--- src/rtl/axi4lite_read.sv ---
// rtl/axi4lite_read.sv - AXI4-Lite read-channel slave feeding a register-side read strobe
//
// Purpose: accepts one AXI4-Lite read at a time, issues a single-cycle
// register read strobe for in-range word addresses, waits RD_LATENCY cycles
// for the register data, then returns it on the R channel (SLVERR and zero
// data for out-of-range words).
//
// Ports:
//   clk, reset              clock, synchronous active-high reset
//   axi_araddr/arprot/      AXI read address channel (arprot ignored)
//   arvalid/arready
//   axi_rdata/rresp/        AXI read data channel
//   rvalid/rready
//   rd_addr, rd_valid       register-side word index and read strobe
//   rd_data                 register-side read data
//   busy                    high whenever a read is in flight

module axi4lite_read #(
    parameter int ADDR_WIDTH = 40,
    parameter int DATA_WIDTH = 32,
    parameter int RD_LATENCY = 1,
    parameter int WORD_LIMIT = 128
) (
    input  logic                  clk,
    input  logic                  reset,
    input  logic [ADDR_WIDTH-1:0] axi_araddr,
    input  logic [2:0]            axi_arprot,
    input  logic                  axi_arvalid,
    output logic                  axi_arready,
    output logic [DATA_WIDTH-1:0] axi_rdata,
    output logic [1:0]            axi_rresp,
    output logic                  axi_rvalid,
    input  logic                  axi_rready,
    output logic [ADDR_WIDTH-3:0] rd_addr,
    output logic                  rd_valid,
    input  logic [DATA_WIDTH-1:0] rd_data,
    output logic                  busy
);

    localparam int WA_W  = ADDR_WIDTH - 2;
    localparam int CNT_W = (RD_LATENCY > 0) ? $clog2(RD_LATENCY + 1) : 1;
    localparam logic [CNT_W-1:0] CNT_LOAD = CNT_W'(RD_LATENCY);
    localparam logic [WA_W-1:0]  LIMIT    = WA_W'(WORD_LIMIT);

    localparam logic [1:0] RESP_OKAY   = 2'b00;
    localparam logic [1:0] RESP_SLVERR = 2'b10;

    typedef enum logic [1:0] {
        S_IDLE = 2'd0,
        S_WAIT = 2'd1,
        S_RESP = 2'd2
    } state_e;

    state_e state_q, state_d;

    logic [CNT_W-1:0]      cnt_q, cnt_d;
    logic [WA_W-1:0]       rd_addr_q, rd_addr_d;
    logic                  rd_valid_q, rd_valid_d;
    logic                  oor_q, oor_d;
    logic [DATA_WIDTH-1:0] rdata_q, rdata_d;
    logic [1:0]            rresp_q, rresp_d;

    logic [WA_W-1:0] word_idx;
    logic            word_in_range;
    logic            ar_hs;
    logic            r_hs;
    logic            cnt_done;

    // Protection bits and byte offset carry no meaning for word registers.
    logic unused_inputs;
    assign unused_inputs = ^{axi_arprot, axi_araddr[1:0]};

    assign word_idx      = axi_araddr[ADDR_WIDTH-1:2];
    assign word_in_range = (word_idx < LIMIT);
    assign ar_hs         = axi_arvalid && axi_arready;
    assign r_hs          = axi_rvalid && axi_rready;
    assign cnt_done      = (cnt_q == '0);

    // State register
    always_ff @(posedge clk) begin
        if (reset) begin
            state_q <= S_IDLE;
        end else begin
            state_q <= state_d;
        end
    end

    // Next-state logic
    always_comb begin
        state_d = state_q;
        case (state_q)
            S_IDLE:  if (ar_hs)    state_d = S_WAIT;
            S_WAIT:  if (cnt_done) state_d = S_RESP;
            S_RESP:  if (r_hs)     state_d = S_IDLE;
            default:               state_d = S_IDLE;
        endcase
    end

    // FSM outputs. arready is masked by reset so it stays low while reset is
    // held and rises in the very first cycle reset is low.
    always_comb begin
        axi_arready = (state_q == S_IDLE) && !reset;
        axi_rvalid  = (state_q == S_RESP);
        busy        = (state_q != S_IDLE);
    end

    // Datapath next-state
    always_comb begin
        cnt_d      = cnt_q;
        rd_addr_d  = rd_addr_q;
        rd_valid_d = 1'b0;
        oor_d      = oor_q;
        rdata_d    = rdata_q;
        rresp_d    = rresp_q;

        if (ar_hs) begin
            rd_addr_d  = word_idx;
            rd_valid_d = word_in_range;
            oor_d      = !word_in_range;
            cnt_d      = CNT_LOAD;
        end

        // The counter reaches zero exactly in the cycle the register side
        // presents rd_data, so the sample happens on that same edge.
        if (state_q == S_WAIT) begin
            if (cnt_done) begin
                rdata_d = oor_q ? '0 : rd_data;
                rresp_d = oor_q ? RESP_SLVERR : RESP_OKAY;
            end else begin
                cnt_d = cnt_q - CNT_W'(1);
            end
        end
    end

    // Datapath registers
    always_ff @(posedge clk) begin
        if (reset) begin
            cnt_q      <= '0;
            rd_addr_q  <= '0;
            rd_valid_q <= 1'b0;
            oor_q      <= 1'b0;
            rdata_q    <= '0;
            rresp_q    <= 2'b00;
        end else begin
            cnt_q      <= cnt_d;
            rd_addr_q  <= rd_addr_d;
            rd_valid_q <= rd_valid_d;
            oor_q      <= oor_d;
            rdata_q    <= rdata_d;
            rresp_q    <= rresp_d;
        end
    end

    assign rd_addr   = rd_addr_q;
    assign rd_valid  = rd_valid_q;
    assign axi_rdata = rdata_q;
    assign axi_rresp = rresp_q;

endmodule
--- config.mk ---
export PLATFORM = sky130hd
export DESIGN_NAME = axi4lite_read
export DESIGN_NICKNAME = d
export VERILOG_FILES = /design/src/rtl/axi4lite_read.sv
export SDC_FILE = /design/constraint.sdc
export NUM_CORES = 1
export LEC_CHECK = 0
export CAP_MARGIN = 0
export CORE_ASPECT_RATIO = 0.75
export CORE_MARGIN = 4
export CORE_UTILIZATION = 30
export CTS_CLUSTER_SIZE = 12
export DETAILED_ROUTE_END_ITERATION = 6
export DONT_BUFFER_PORTS = 1
export PLACE_DENSITY_LB_ADDON = 0.15
export SETUP_SLACK_MARGIN = 0.2
export SLEW_MARGIN = 20
export SYNTH_ARGS = -nofsm -noshare
export SYNTH_HDL_FRONTEND = slang
export SYNTH_SLANG_ARGS = --single-unit
--- constraint.sdc ---
create_clock -name clk -period 1.3 [get_ports clk]
set_clock_uncertainty 0.15 [all_clocks]
set_input_delay 0.195 -clock clk [delete_from_list [all_inputs] [get_ports clk]]
set_output_delay 0.195 -clock clk [all_outputs]
set_load 0.03 [all_outputs]
# --- Yosys cells after proc, flatten, opt, wreduce, memory -nomap -nowiden ---
# Index checks and enable logic that the tools add are counted.
op_classes:
  n_reduce_logical: 10
  bitwise: 2
  n_mux: 9
  addsub: 1
  n_eq_ne: 5
  magnitude_cmp: 1
op_table:
  columns: ["cell", "n"]
  rows:
  - ["38-bit by 8-bit < comparator with 1-bit output, second input constant", 1]
  - ["32-bit two-way mux", 1]
  - ["2-bit two-way mux", 4]
  - ["2-bit case mux with 3 select lines", 1]
  - ["2-bit inequality test, second input constant", 2]
  - ["1-bit logical AND", 3]
  - ["1-bit two-way mux", 3]
  - ["3-bit AND reduction", 1]
  - ["2-bit by 1-bit == test with 1-bit output, second input constant", 1]
  - ["2-bit == test, second input constant", 1]
  - ["1-bit zero test", 2]
  - ["2-bit zero test", 1]
  - ["2-bit by 1-bit inequality test with 1-bit output, second input constant", 1]
  - ["1-bit inverter", 2]
  - ["2-bit AND reduction", 1]
  - ["2-bit nonzero test", 1]
  - ["2-bit OR reduction", 1]
  - ["1-bit subtractor, second input constant", 1]
word_totals:
  regBits: 77
  elab_cells: 35

# --- Logic depth before layout (Yosys ltp) ---
depth:
  depth_word: 6
  depth_mapped: 8

# --- Least setup slack after synthesis ---
# Ideal clock, no wire load.
synth_timing:
  kind: "register to register"
  from: "reg state_q[0]"
  to: "reg rd_addr_q[7] (netlist: rd_addr[7])"
  stages_incl_launch_ff: 7
  t_arrival_ps: 1367
  path_slack_ps: -342
  synth_period_minus_slack_ps: 1642
  required_time_ps: 1024
  cell_sequence: "dfxtp_1 -> buf_6 -> nor3_4 -> and2_1 -> buf_6 -> clkbuf_2 -> o21ai_0"
synth_via:
  elab_chain_cells: 3
synth_rtl:
  columns: ["element", "line_no", "rtl"]
  rows:
  - ["start, declared", "54", "state_e state_q, state_d;"]
  - ["start signal, assigned", "84", "state_q <= state_d;"]
  - ["2-bit zero test", "102", "axi_arready = (state_q == S_IDLE) && !reset;"]
  - ["1-bit logical AND", "102", null]
  - ["via axi_arready", "29", "output logic axi_arready,"]
  - ["1-bit logical AND", "75", "assign ar_hs = axi_arvalid && axi_arready;"]
  - ["end signal, assigned", "146", "rd_addr_q <= rd_addr_d;"]
  - ["end, declared", "57", "logic [WA_W-1:0] rd_addr_q, rd_addr_d;"]
# The timed path passes the listed nets, and every way through them passes these cells.
# A chain may end at the register's enable or synchronous reset.

# --- Worst setup path after layout ---
layout_timing:
  from: "in axi_araddr[15]"
  to: "reg oor_q"
layout_via:
  elab_chain_cells: 2
layout_rtl:
  columns: ["element", "line_no", "rtl"]
  rows:
  - ["start, declared", "26", "input logic [ADDR_WIDTH-1:0] axi_araddr,"]
  - ["38-bit by 8-bit < comparator with 1-bit output", "74", "assign word_in_range = (word_idx < LIMIT);"]
  - ["1-bit zero test", "119", "oor_d = !word_in_range;"]
  - ["end signal, assigned", "148", "oor_q <= oor_d;"]
  - ["end, declared", "59", "logic oor_q, oor_d;"]
# No other way between the ends.

==> reports/metrics.yaml <==
global_routing:
  met1_usage_pct: 18.21
  grt_util_met3_pct: 5.768
  antenna_found_initial: 0
  grt_pass1_wl_mm: 14.50
  busiest_layer: "met2"
  grt_util_all_layers_pct: 15.08
  overflow: 0
  met2_usage_pct: 25.58
  grt_max_degree: 77
  grt_pass1_vias: 2720
synthesis:
  ys_ff_latch: 76
  ys_async_sr_fraction_pct: 0
  synth.distinct_cells: 31
  synth_most_common_cell: "dfxtp_1"
  synth_top_area_share_pct: 49.05
  yosys-top-cells-area: "dfxtp_1 49%, nand2_1 7.7%, nand3b_1 7.7%"
  yosys-top-cells-count: "76 x dfxtp_1, 64 x nand2_1, 38 x nand2b_1, 36 x a21oi_1, 32 x nand3b_1"
  synthFlopType: "dfxtp_1"
  synth-edff-count: 0
  syn_inst: 348
  netlist_area_mm2: 0.003102
  syn_avg_cell_area_um2: 8.913
  yosysWarnings: 0
  yosys.area.top_type: "dfxtp_1"
  syn_nets: 427
  yosysSeqAreaShare_pct: 49.05
power:
  power.total_uw: 6067
  pwr-share-seq_pct: 46.7
  p_int_uw: 4280
  power.density_mw_per_mm2: 1232
  swShare_pct: 29.45
  clkPwrFrac_pct: 36.9
  vdd.ir_drop.worst_mv: 0.7516
  comb_power_share_pct: 16.4
  p_switching_uw: 1787
  leakage_uw: 0.001872
floorplanning:
  fp-row-count: 31
  die_w_um: 125.4
  die_y_um: 96.06
  core_area_mm2: 0.009852
  start_util_pct: 31.48
  dieArea_mm2: 0.01205
  io_pins: 155
critical_path:
  worstRegToRegCells: 6
  rr_startpoint: "state_q[1]"
  startpoint_type: "input port"
  cp_max_fo: 2
  r2r_end: "rd_addr[21]"
  worstSetupPathType: "input port to register"
  worst_ep_arrival_time_ns: 1.56
  rrSetupSlack_ns: -0.13
  cp.required_ns: 1.36
  endpoint_kind: "register"
cts:
  cts_buffers: 9
  clock-sinks: 76
  cts_tree: "built"
  insertion_delay_ns: 0.32
  cts-root-buf: "clkbuf_16"
  cts-htree-levels: 3
  cts_buffer_depth: 2
  cts.clk_slew.worst_paths_ns: 0.06
detailed_routing:
  vias: 2670
  drt_iter0_markers: 91
  drt-pass1-iter-count: 4
  routed_via_density: 4.881
  detail-route-antenna-nets: 0
  route.detailed.drc: 0
  routedWlPerCell_um: 17.78
  drt_wl_total_mm: 9.724
final_layout:
  fillers: 882
  drive_above_1_share_pct: 51.33
  finalNetCount: 489
  area_growth_pct: 58.77
  diodes: 0
  final_util_pct: 49.99
timing:
  slew_violations: 0
  setup_ws_ns: -0.2018
  hold_violations: 75
  fmax_mhz: 665.9
  whs_ns: -0.2135
  min_period_over_period_pct: 115.5
  setup_viol: 76
  rsz0062_at_grt: "yes"
  final.min_clock_period_ns: 1.502
status:
  status: "finished with violations"
  violations: "hold timing, setup timing"
place:
  port_buffers: 0
  post-place-ws_ns: -0.1379
  place_congestion: 0.7163
  dpl.hpwl_mm: 5.341
worst_hold_path:
  worstHoldStart: "reset"
  worstHoldEndpoint: "state_q[1]"
  holdCritPathClass: "input port to register"
  holdPathStages: 1
run:
  max-cap-violations: 0
## worst max path at each step
stage | from | endpoint | depth (start not counted)
CTS | state_q[0] | busy | 2
detailed placement | state_q[1] | rd_addr[21] | 4
floorplan | state_q[0] | rd_addr[0] | 8
finish | axi_araddr[15] | oor_q | 5
global placement | axi_araddr[23] | oor_q | 5
global route | axi_araddr[21] | oor_q | 5
## layer usage
| layer | wire [um] | share of wire (%) |
|---|---|---|
| met5 | 0 | 0 |
| met2 | 4820 | 50 |
| met1 | 4137 | 43 |
| met3 | 661 | 6.8 |
| met4 | 106 | 1.1 |
## metrics by stage
stage          instances  cell area, um2  TNS (ns)
2_1_floorplan        348            3107    -9.921
3_3_place_gp         473            3289    -2.633
3_5_place_dp         473            3289    -4.363
4_1_cts              540            4616    -4.247
5_1_grt              547            4925    -12.33
6_report             547            4925    -6.981
## worst max-delay path, cell delays in order
cell and delay, ns:
dlygate4sd3_1 0.59, nor4_1 0.29, nand4_1 0.23, o21ai_2 0.19
o21ai_1 0.07
## logic make-up (layout without fill, tap and decap cells)
group / count (synthesis) / after routing / synth area share (%)
flip-flops: 76 / 76 / 49.05
buffers and inverters: 31 / 98 / 6.898
AO/OA/AOI/OAI: 76 / 76 / 14.52
AND/OR/NAND/NOR: 163 / 163 / 29.08
other: 1 / 1 / 0.1209
multiplexers: 1 / 1 / 0.3227
## power groups by stage
stage	logic (uW)	registers (uW)	clock network, uW
after floorplan	448	2900	0
after detailed placement	553	2910	0
final	995	2840	2240
after global placement	539	2910	0
after global routing	1080	2850	2440
after CTS	870	2840	2320
## state kept, by name (all words and copies together), names as in the netlist
register,count
oor_q,1
rd_addr,38
state_q,2
axi_rresp,1
axi_rdata,32
cnt_q,1
rd_valid,1
## placed cells by master (no fill, tap or decap), drive strengths merged
cell type and n:
dfxtp 76, nand2 74, buf 41, o21ai 39, nand2b 38, a21oi 36, nand3b 32, dlygate4sd3 30
clkbuf 13, nor4 7, dlymetal6s4s 6, nor3 4, clkinvlp 3, clkinv 3, nand4 2, inv 2
or2 1, nor2 1, and2 1, nand3 1, and3 1, mux2i 1, or3 1, a211oi 1
conb 1
## cell type report
type / instances / area [um2] / area share, %
Clock buffer: 10 / 229.0 / 4.649
Clock inverter: 6 / 41.29 / 0.8384
Sequential cell: 76 / 1784 / 36.23
Tap cell: 132 / 165.2 / 3.354
Multi-Input combinational cell: 241 / 1644 / 33.38
Inverter: 2 / 7.507 / 0.1524
Timing Repair Buffer: 80 / 1054 / 21.39
## what timing repair did
item                                   in CTS  in global routing
cloned                                      7                  3
buffers inserted                           11                  1
pin swaps                                  37                 14
setup endpoints to repair                 149                106
endpoints found under the hold margin      76                 76
hold buffers                               33                  3
gates resized for setup                   212                 53
Power figures use the tool's default switching activity.
